**config.mk**
```make
export PLATFORM = sky130hd
export DESIGN_NAME = data_mem_responder
export DESIGN_NICKNAME = d
export VERILOG_FILES = /design/src/rtl/cpu_pkg.sv /design/src/rtl/dmem_array.sv /design/src/rtl/data_mem_responder.sv
export SDC_FILE = /design/constraint.sdc
export NUM_CORES = 2
export LEC_CHECK = 0
export CELL_PAD_IN_SITES_DETAIL_PLACEMENT = 2
export CELL_PAD_IN_SITES_GLOBAL_PLACEMENT = 2
export CORE_UTILIZATION = 49
export DETAILED_ROUTE_END_ITERATION = 8
export PLACE_DENSITY = 0.83
export SLEW_MARGIN = 5
export SYNTH_ARGS = -nofsm -noshare
export SYNTH_HDL_FRONTEND = slang
export SYNTH_SLANG_ARGS = --single-unit
```
**constraint.sdc**
```tcl
create_clock -name clk -period 6.1 [get_ports clk]
set_input_delay 1.22 -clock clk [delete_from_list [all_inputs] [get_ports clk]]
set_output_delay 1.22 -clock clk [all_outputs]
set_load 0.02 [all_outputs]
```
**src/rtl/cpu_pkg.sv**
```systemverilog
// Shared CPU definitions: datapath widths, data-memory defaults, responder FSM
// state encoding and the captured request payload.
package cpu_pkg;

   localparam int unsigned DATA_W       = 64;
   localparam int unsigned ADDR_W       = 64;
   localparam int unsigned DMEM_DEPTH   = 64;
   localparam int unsigned DMEM_LATENCY = 2;
   localparam int unsigned CNT_W        = 4;

   typedef enum logic [1:0] {
      ST_IDLE    = 2'd0,
      ST_ACCESS  = 2'd1,
      ST_RESPOND = 2'd2
   } dmem_state_e;

   typedef struct packed {
      logic              write;
      logic [ADDR_W-1:0] addr;
      logic [DATA_W-1:0] wdata;
   } dmem_req_t;

endpackage

```
**src/rtl/dmem_array.sv**
```systemverilog
// Doubleword storage for the data memory: one synchronous write port and one
// combinational read port. Contents are never reset.
module dmem_array
   import cpu_pkg::*;
#(
   parameter int unsigned DEPTH = DMEM_DEPTH,
   parameter int unsigned IDX_W = (DEPTH > 1) ? $clog2(DEPTH) : 1
) (
   input  logic              clk,
   input  logic              we,
   input  logic [IDX_W-1:0]  waddr,
   input  logic [DATA_W-1:0] wdata,
   input  logic [IDX_W-1:0]  raddr,
   output logic [DATA_W-1:0] rdata_c
);

   logic [DATA_W-1:0] mem [DEPTH];

   always_ff @(posedge clk) begin
      if (we) begin
         mem[waddr] <= wdata;
      end
   end

   assign rdata_c = mem[raddr];

endmodule

```
**src/rtl/data_mem_responder.sv**
```systemverilog
// Data-memory responder for the memory-access stage: accepts one load/store,
// waits LATENCY cycles, then holds the response until consumed.
// Optional: define DMEM_ALIGN_CHECK_EN to fault on addresses not 8-byte aligned.
module data_mem_responder
   import cpu_pkg::*;
#(
   parameter int unsigned DEPTH   = DMEM_DEPTH,
   parameter int unsigned LATENCY = DMEM_LATENCY
) (
   input  logic              clk,
   input  logic              rst_n,
   input  logic              req_valid,
   output logic              req_ready,
   input  logic              req_write,
   input  logic [ADDR_W-1:0] req_addr,
   input  logic [DATA_W-1:0] req_wdata,
   output logic              rsp_valid,
   input  logic              rsp_ready,
   output logic [DATA_W-1:0] rsp_rdata,
   output logic              rsp_err,
   output logic              busy
);

   localparam int unsigned      IDX_W      = (DEPTH > 1) ? $clog2(DEPTH) : 1;
   localparam logic [ADDR_W-1:0] ADDR_LIMIT = ADDR_W'(DEPTH) << 3;
   localparam logic [CNT_W-1:0]  CNT_LOAD   = CNT_W'(LATENCY - 1);

   dmem_state_e       state, state_nxt;
   logic [CNT_W-1:0]  cnt, cnt_nxt;
   dmem_req_t         cap, cap_nxt;
   logic              rsp_valid_nxt, rsp_err_nxt;
   logic [DATA_W-1:0] rsp_rdata_nxt;
   logic              fault_c, mem_we_c;
   logic [IDX_W-1:0]  idx_c;
   logic [DATA_W-1:0] mem_rdata_c;

   // Fault classification of the captured request
   always_comb begin
      fault_c = (cap.addr >= ADDR_LIMIT);
`ifdef DMEM_ALIGN_CHECK_EN
      fault_c = fault_c | (cap.addr[2:0] != 3'b000);
`endif
      idx_c = cap.addr[3 +: IDX_W];
   end

   dmem_array #(
      .DEPTH (DEPTH),
      .IDX_W (IDX_W)
   ) u_dmem_array (
      .clk     (clk),
      .we      (mem_we_c),
      .waddr   (idx_c),
      .wdata   (cap.wdata),
      .raddr   (idx_c),
      .rdata_c (mem_rdata_c)
   );

   // Next-state and response logic
   always_comb begin
      state_nxt     = state;
      cnt_nxt       = cnt;
      cap_nxt       = cap;
      rsp_valid_nxt = rsp_valid;
      rsp_err_nxt   = rsp_err;
      rsp_rdata_nxt = rsp_rdata;
      mem_we_c      = 1'b0;
      case (state)
         ST_IDLE: begin
            if (req_valid && req_ready) begin
               cap_nxt.write = req_write;
               cap_nxt.addr  = req_addr;
               cap_nxt.wdata = req_wdata;
               cnt_nxt       = CNT_LOAD;
               state_nxt     = ST_ACCESS;
            end
         end
         ST_ACCESS: begin
            if (cnt == '0) begin
               // The access itself happens on the edge leaving ACCESS
               mem_we_c      = cap.write & ~fault_c;
               rsp_valid_nxt = 1'b1;
               rsp_err_nxt   = fault_c;
               rsp_rdata_nxt = (cap.write || fault_c) ? '0 : mem_rdata_c;
               state_nxt     = ST_RESPOND;
            end else begin
               cnt_nxt = cnt - CNT_W'(1);
            end
         end
         ST_RESPOND: begin
            if (rsp_ready) begin
               rsp_valid_nxt = 1'b0;
               rsp_err_nxt   = 1'b0;
               state_nxt     = ST_IDLE;
            end
         end
         default: state_nxt = ST_IDLE;
      endcase
   end

   always_ff @(posedge clk or negedge rst_n) begin
      if (!rst_n) begin
         state     <= ST_IDLE;
         cnt       <= '0;
         cap       <= '0;
         rsp_valid <= 1'b0;
         rsp_err   <= 1'b0;
         rsp_rdata <= '0;
         req_ready <= 1'b1;
         busy      <= 1'b0;
      end else begin
         state     <= state_nxt;
         cnt       <= cnt_nxt;
         cap       <= cap_nxt;
         rsp_valid <= rsp_valid_nxt;
         rsp_err   <= rsp_err_nxt;
         rsp_rdata <= rsp_rdata_nxt;
         req_ready <= (state_nxt == ST_IDLE);
         busy      <= (state_nxt != ST_IDLE);
      end
   end

endmodule

```
==> results of run 1 <==
-- synth_stat cells (38+ instances only) --
library cell and number:
edfxtp_1 4096, o22ai_1 530, mux2_2 429, mux2i_1 415, mux4_2 343, o221ai_1 260, a21oi_1 252, nor2_1 240
nand2_1 224, o21ai_0 218, dfrtp_1 199, buf_2 174, clkbuf_1 134, a22oi_1 123, buf_4 100, buf_6 95
a211oi_1 64, buf_1 38
-- cell families after synthesis --
group                    after synthesis
adder cells (fa/ha/maj)                2
AND/OR/NAND/NOR                      692
multiplexers                        1207
flip-flops                          4296
AO/OA/AOI/OAI                       1766
buffers and inverters                584
XOR/XNOR                               1
-- metrics by stage --
stage / worst slack, ns / hold slack, ns / instance area, um^2 / std cells
3_3_place_gp: 1.83 / 0.485 / 173000 / 13000
2_1_floorplan: 0.861 / 0.455 / 165000 / 8548
==> results.yml, run 1 <==
placement:
  dpl.hpwl_um: 479000
  io_buffers: 197
  gp_congestion: 0.858
yosys:
  synth_top_family_by_area: "multiplexers"
  synth_xor_xnor_area_share_pct: 0.00532
  synth_top_area_share_pct: 74.7
  ys.flop_type: "edfxtp_1"
  synth-simple-area-share_pct: 1.95
  synth_nets: 8683
  synthDistinctLibCells: 93
  synth_edf_count: 4096
  syn_area_per_cell_um2: 19.3
  synth_fa_ha_area_share_pct: 0.0152
  syn_area_um2: 165000
  synth_top_cell_by_area: "edfxtp_1"
  synthCells: 8548
  yosys_warnings: 0
  yosys-top-cells-area: "edfxtp_1, mux4_2, dfrtp_1"
  synth_seq_cells: 4296
  async_reset_ff_share_pct: 4.66
  synth_compound_area_share_pct: 7.44
  synth_mux_area_share_pct: 10.5
  synth-seq-area-share_pct: 77.8
status:
  firstError: "[ERROR DPL-0033] detailed placement checks failed during check placement."
  failed_stage: "detailed placement (3_5_place_dp)"
  status: "stopped before the end"
die:
  rows: 212
  die_y_um: 581
  ios: 201
  dieWidth_um: 581
  start_util_pct: 49.3
==> inputs of run 2 (changes only) <==
--- a/config.mk
+++ b/config.mk
@@ -5,11 +5,9 @@
 export SDC_FILE = /design/constraint.sdc
 export NUM_CORES = 2
 export LEC_CHECK = 0
-export CELL_PAD_IN_SITES_DETAIL_PLACEMENT = 2
-export CELL_PAD_IN_SITES_GLOBAL_PLACEMENT = 2
-export CORE_UTILIZATION = 49
+export CORE_UTILIZATION = 40
 export DETAILED_ROUTE_END_ITERATION = 8
-export PLACE_DENSITY = 0.83
+export PLACE_DENSITY_LB_ADDON = 0.15
 export SLEW_MARGIN = 5
 export SYNTH_ARGS = -nofsm -noshare
 export SYNTH_HDL_FRONTEND = slang
==> run 2 against run 1 <==
  * The run now ends clean
  * Area after synthesis unchanged
  * Synthesized cell count unchanged
==> results.yml, run 2 <==
yosys:
  yosys_warnings: 0
  yosys-top-cells-area: "edfxtp_1, mux4_2, dfrtp_1"
  synth-simple-area-share_pct: 1.95
  synthDistinctLibCells: 93
  yosys.cell_count.top_type: "edfxtp_1"
  syn_area_per_cell_um2: 19.3
  synth_edf_count: 4096
  synthCells: 8548
  synth_compound_area_share_pct: 7.44
  synth_common_cells: "edfxtp_1, o22ai_1, mux2_2"
  synth_mux_area_share_pct: 10.5
  ys.flop_type: "edfxtp_1"
  synth_top_family_by_area: "multiplexers"
  synth_fa_ha_area_share_pct: 0.0152
  synth_top_area_share_pct: 74.7
  async_reset_ff_share_pct: 4.66
  synth_nets: 8683
  synth_top_cell_by_area: "edfxtp_1"
  synth_seq_cells: 4296
  synth-seq-area-share_pct: 77.8
  synth_xor_xnor_area_share_pct: 0.00532
  syn_area_um2: 165000
pwr:
  p_per_area_nw_per_um2: 494
  p_switching_mw: 32.5
  seq_power_share_pct: 42.4
  power.leakage_nw: 59.6
  p_sw_share_pct: 34.8
  power.clock.fraction_pct: 29.1
  peakVddDrop_mv: 0.681
  power_frac_comb_pct: 28.5
  internal-power_mw: 61.0
timing:
  maxSlewViolCount: 0
  fin_crit_sh_pct: 83.1
  slew-limit-headroom_pct: 9.96
  rsz0062_at_grt: "false"
  fmax_mhz: 197
  fin_crit_ns: 5.07
  tns_ns: 0
  fin_skew_ns: 0.0569
  finalSetupViolCount: 0
  tightest_slew_ns: 1.32
  whs_ns: 0.224
  hold_violations: 0
layout:
  drive_gt1_share_pct: 21.2
  fin_nets: 9139
  multi_input_area_um2: 33400
  regArea_um2: 128000
  area_growth_pct: 15.0
  final_common_cell: "edfxtp_1"
  largest_reg_flops: 4096
  layout_common_cells: "edfxtp_1, o22ai_1, clkbuf_16, mux2_2, mux2i_1"
  top_regs: "u_dmem_array.mem x4096, cap x126, rsp_rdata x64"
  regMostFlops: "u_dmem_array.mem"
  fillers: 34600
run:
  drv_cap: 0
clocking:
  cts_tree: "built"
  root_buffer: "clkbuf_16"
  post_cts_buffers: 0
  hold_buffers: 0
  clk_pin_slew_ns: 0.06
  ctsHtreeMaxLevel: 5
  cts_resized: 0
  clock_path_buffers: 4
  cts-buffers-inserted: 449
  clock_sinks: 4296
  clk-insertion-delay-late_ns: 1.01
global_route:
  overflow: 0
  track_usage_pct: 29.2
  antenna_found_initial: 54
  grt_pass1_vias: 91100
  grt_first_pass_wirelength_um: 820000
  grt_start_max_net_pins: 109
critical_path:
  rrSetupSlack_ns: 1.03
  r2r_cells: 11
  worstSetupPathType: "reg -> reg"
  cp.arrival_ns: 5.67
  crit_required_ns: 6.70
  r2r-start: "cnt[0]"
  crit_path_end_kind: "register"
  start_kind: "register"
  crit_fanout: 28
  r2r_end: "u_dmem_array.mem[56][28]"
die:
  dieWidth_um: 643
  start_util_pct: 40.2
  die_y_um: 643
  rows: 235
  ios: 201
  coreArea_um2: 410000
  die_area_um2: 414000
worst_hold_path:
  hp-class: "in -> async"
placement:
  dpl.hpwl_um: 332000
  gp_congestion: 0.812
  io_buffers: 197
detailed_routing:
  drt_iter0_markers: 14300
  drtPass1Iterations: 6
  routedWlPerCell_um: 41.4
  vias_per_cell: 6.38
  wl_um: 615000
  drc_errors: 0
  via_count: 94900
  drt.antenna.violating_nets: 0
status:
  status: "completed"
-- run 2: power groups by stage --
| stage | Clock [mW] | Combinational (mW) | Sequential, mW |
|---|---|---|---|
| floorplan | 0 | 14.5 | 39.9 |
| global placement | 0 | 26.0 | 40.1 |
| detailed placement | 0 | 26.3 | 40.3 |
| CTS | 27.5 | 26.3 | 39.7 |
| global route | 28.6 | 27.4 | 39.9 |
| finish | 27.2 | 26.6 | 39.7 |
-- run 2: layer usage --
layer	global-route usage, %	routed length (um)
met4	12.4	29800
met3	5.31	59800
met1	40.0	242000
met2	45.9	284000
met5	0	41
-- run 2: stage by stage --
stage | area [um^2] | total power [mW] | setup WS, ns | cells | util, %
final | 189000 | 93.5 | 1.03 | 14900 | 46.2
after global routing | 189000 | 95.9 | 0.905 | 14800 | 46.2
after CTS | 189000 | 93.5 | 1.05 | 14800 | 46.2
after detailed placement | 175000 | 66.6 | 1.12 | 14000 | 42.7
after global placement | 175000 | 66.1 | 1.02 | 14000 | 42.7
after floorplan | 165000 | 54.4 | 0.861 | 8548 | -
-- run 2: logic make-up after synthesis --
group | count (synthesis)
simple gates | 692
compound gates | 1766
fa+ha+maj | 2
buf+inv | 584
flops | 4296
xor+xnor | 1
mux | 1207
-- run 2: critical path, stage by stage (launching register included) --
cell	delay, ns
dfrtp_1	0.42
inv_1	0.10
ha_1	0.15
nor3b_1	0.52
nand4_1	0.31
nor4_2	0.69
and2_1	0.73
buf_4	0.24
nand3_1	0.28
buf_4	0.34
nor2_4	0.15
buf_4	0.66
-- run 2: layout make-up --
| class | instances | area share (%) |
|---|---|---|
| clock inverters | 245 | 1.26 |
| multi-input cells | 3668 | 17.7 |
| clock buffers | 588 | 6.35 |
| well taps | 5451 | 3.60 |
| flip-flops and latches | 4296 | 67.7 |
| repair buffers | 575 | 3.38 |
| inverters | 14 | 0.0397 |
| diodes | 24 | 0.0317 |
-- run 2: worst max-delay path by stage --
stage / cells after the start / startpoint / end / slack (ns)
floorplan: 9 / cnt[0] / u_dmem_array.mem[0][0] / 0.86
global placement: 11 / cnt[0] / u_dmem_array.mem[56][50] / 1.02
detailed placement: 11 / cnt[0] / u_dmem_array.mem[8][18] / 1.12
CTS: 11 / cnt[0] / u_dmem_array.mem[56][58] / 1.05
global route: 11 / cnt[0] / u_dmem_array.mem[56][28] / 0.90
finish: 11 / cnt[0] / u_dmem_array.mem[56][28] / 1.03
Note: power is estimated with default switching activity, not from simulation.
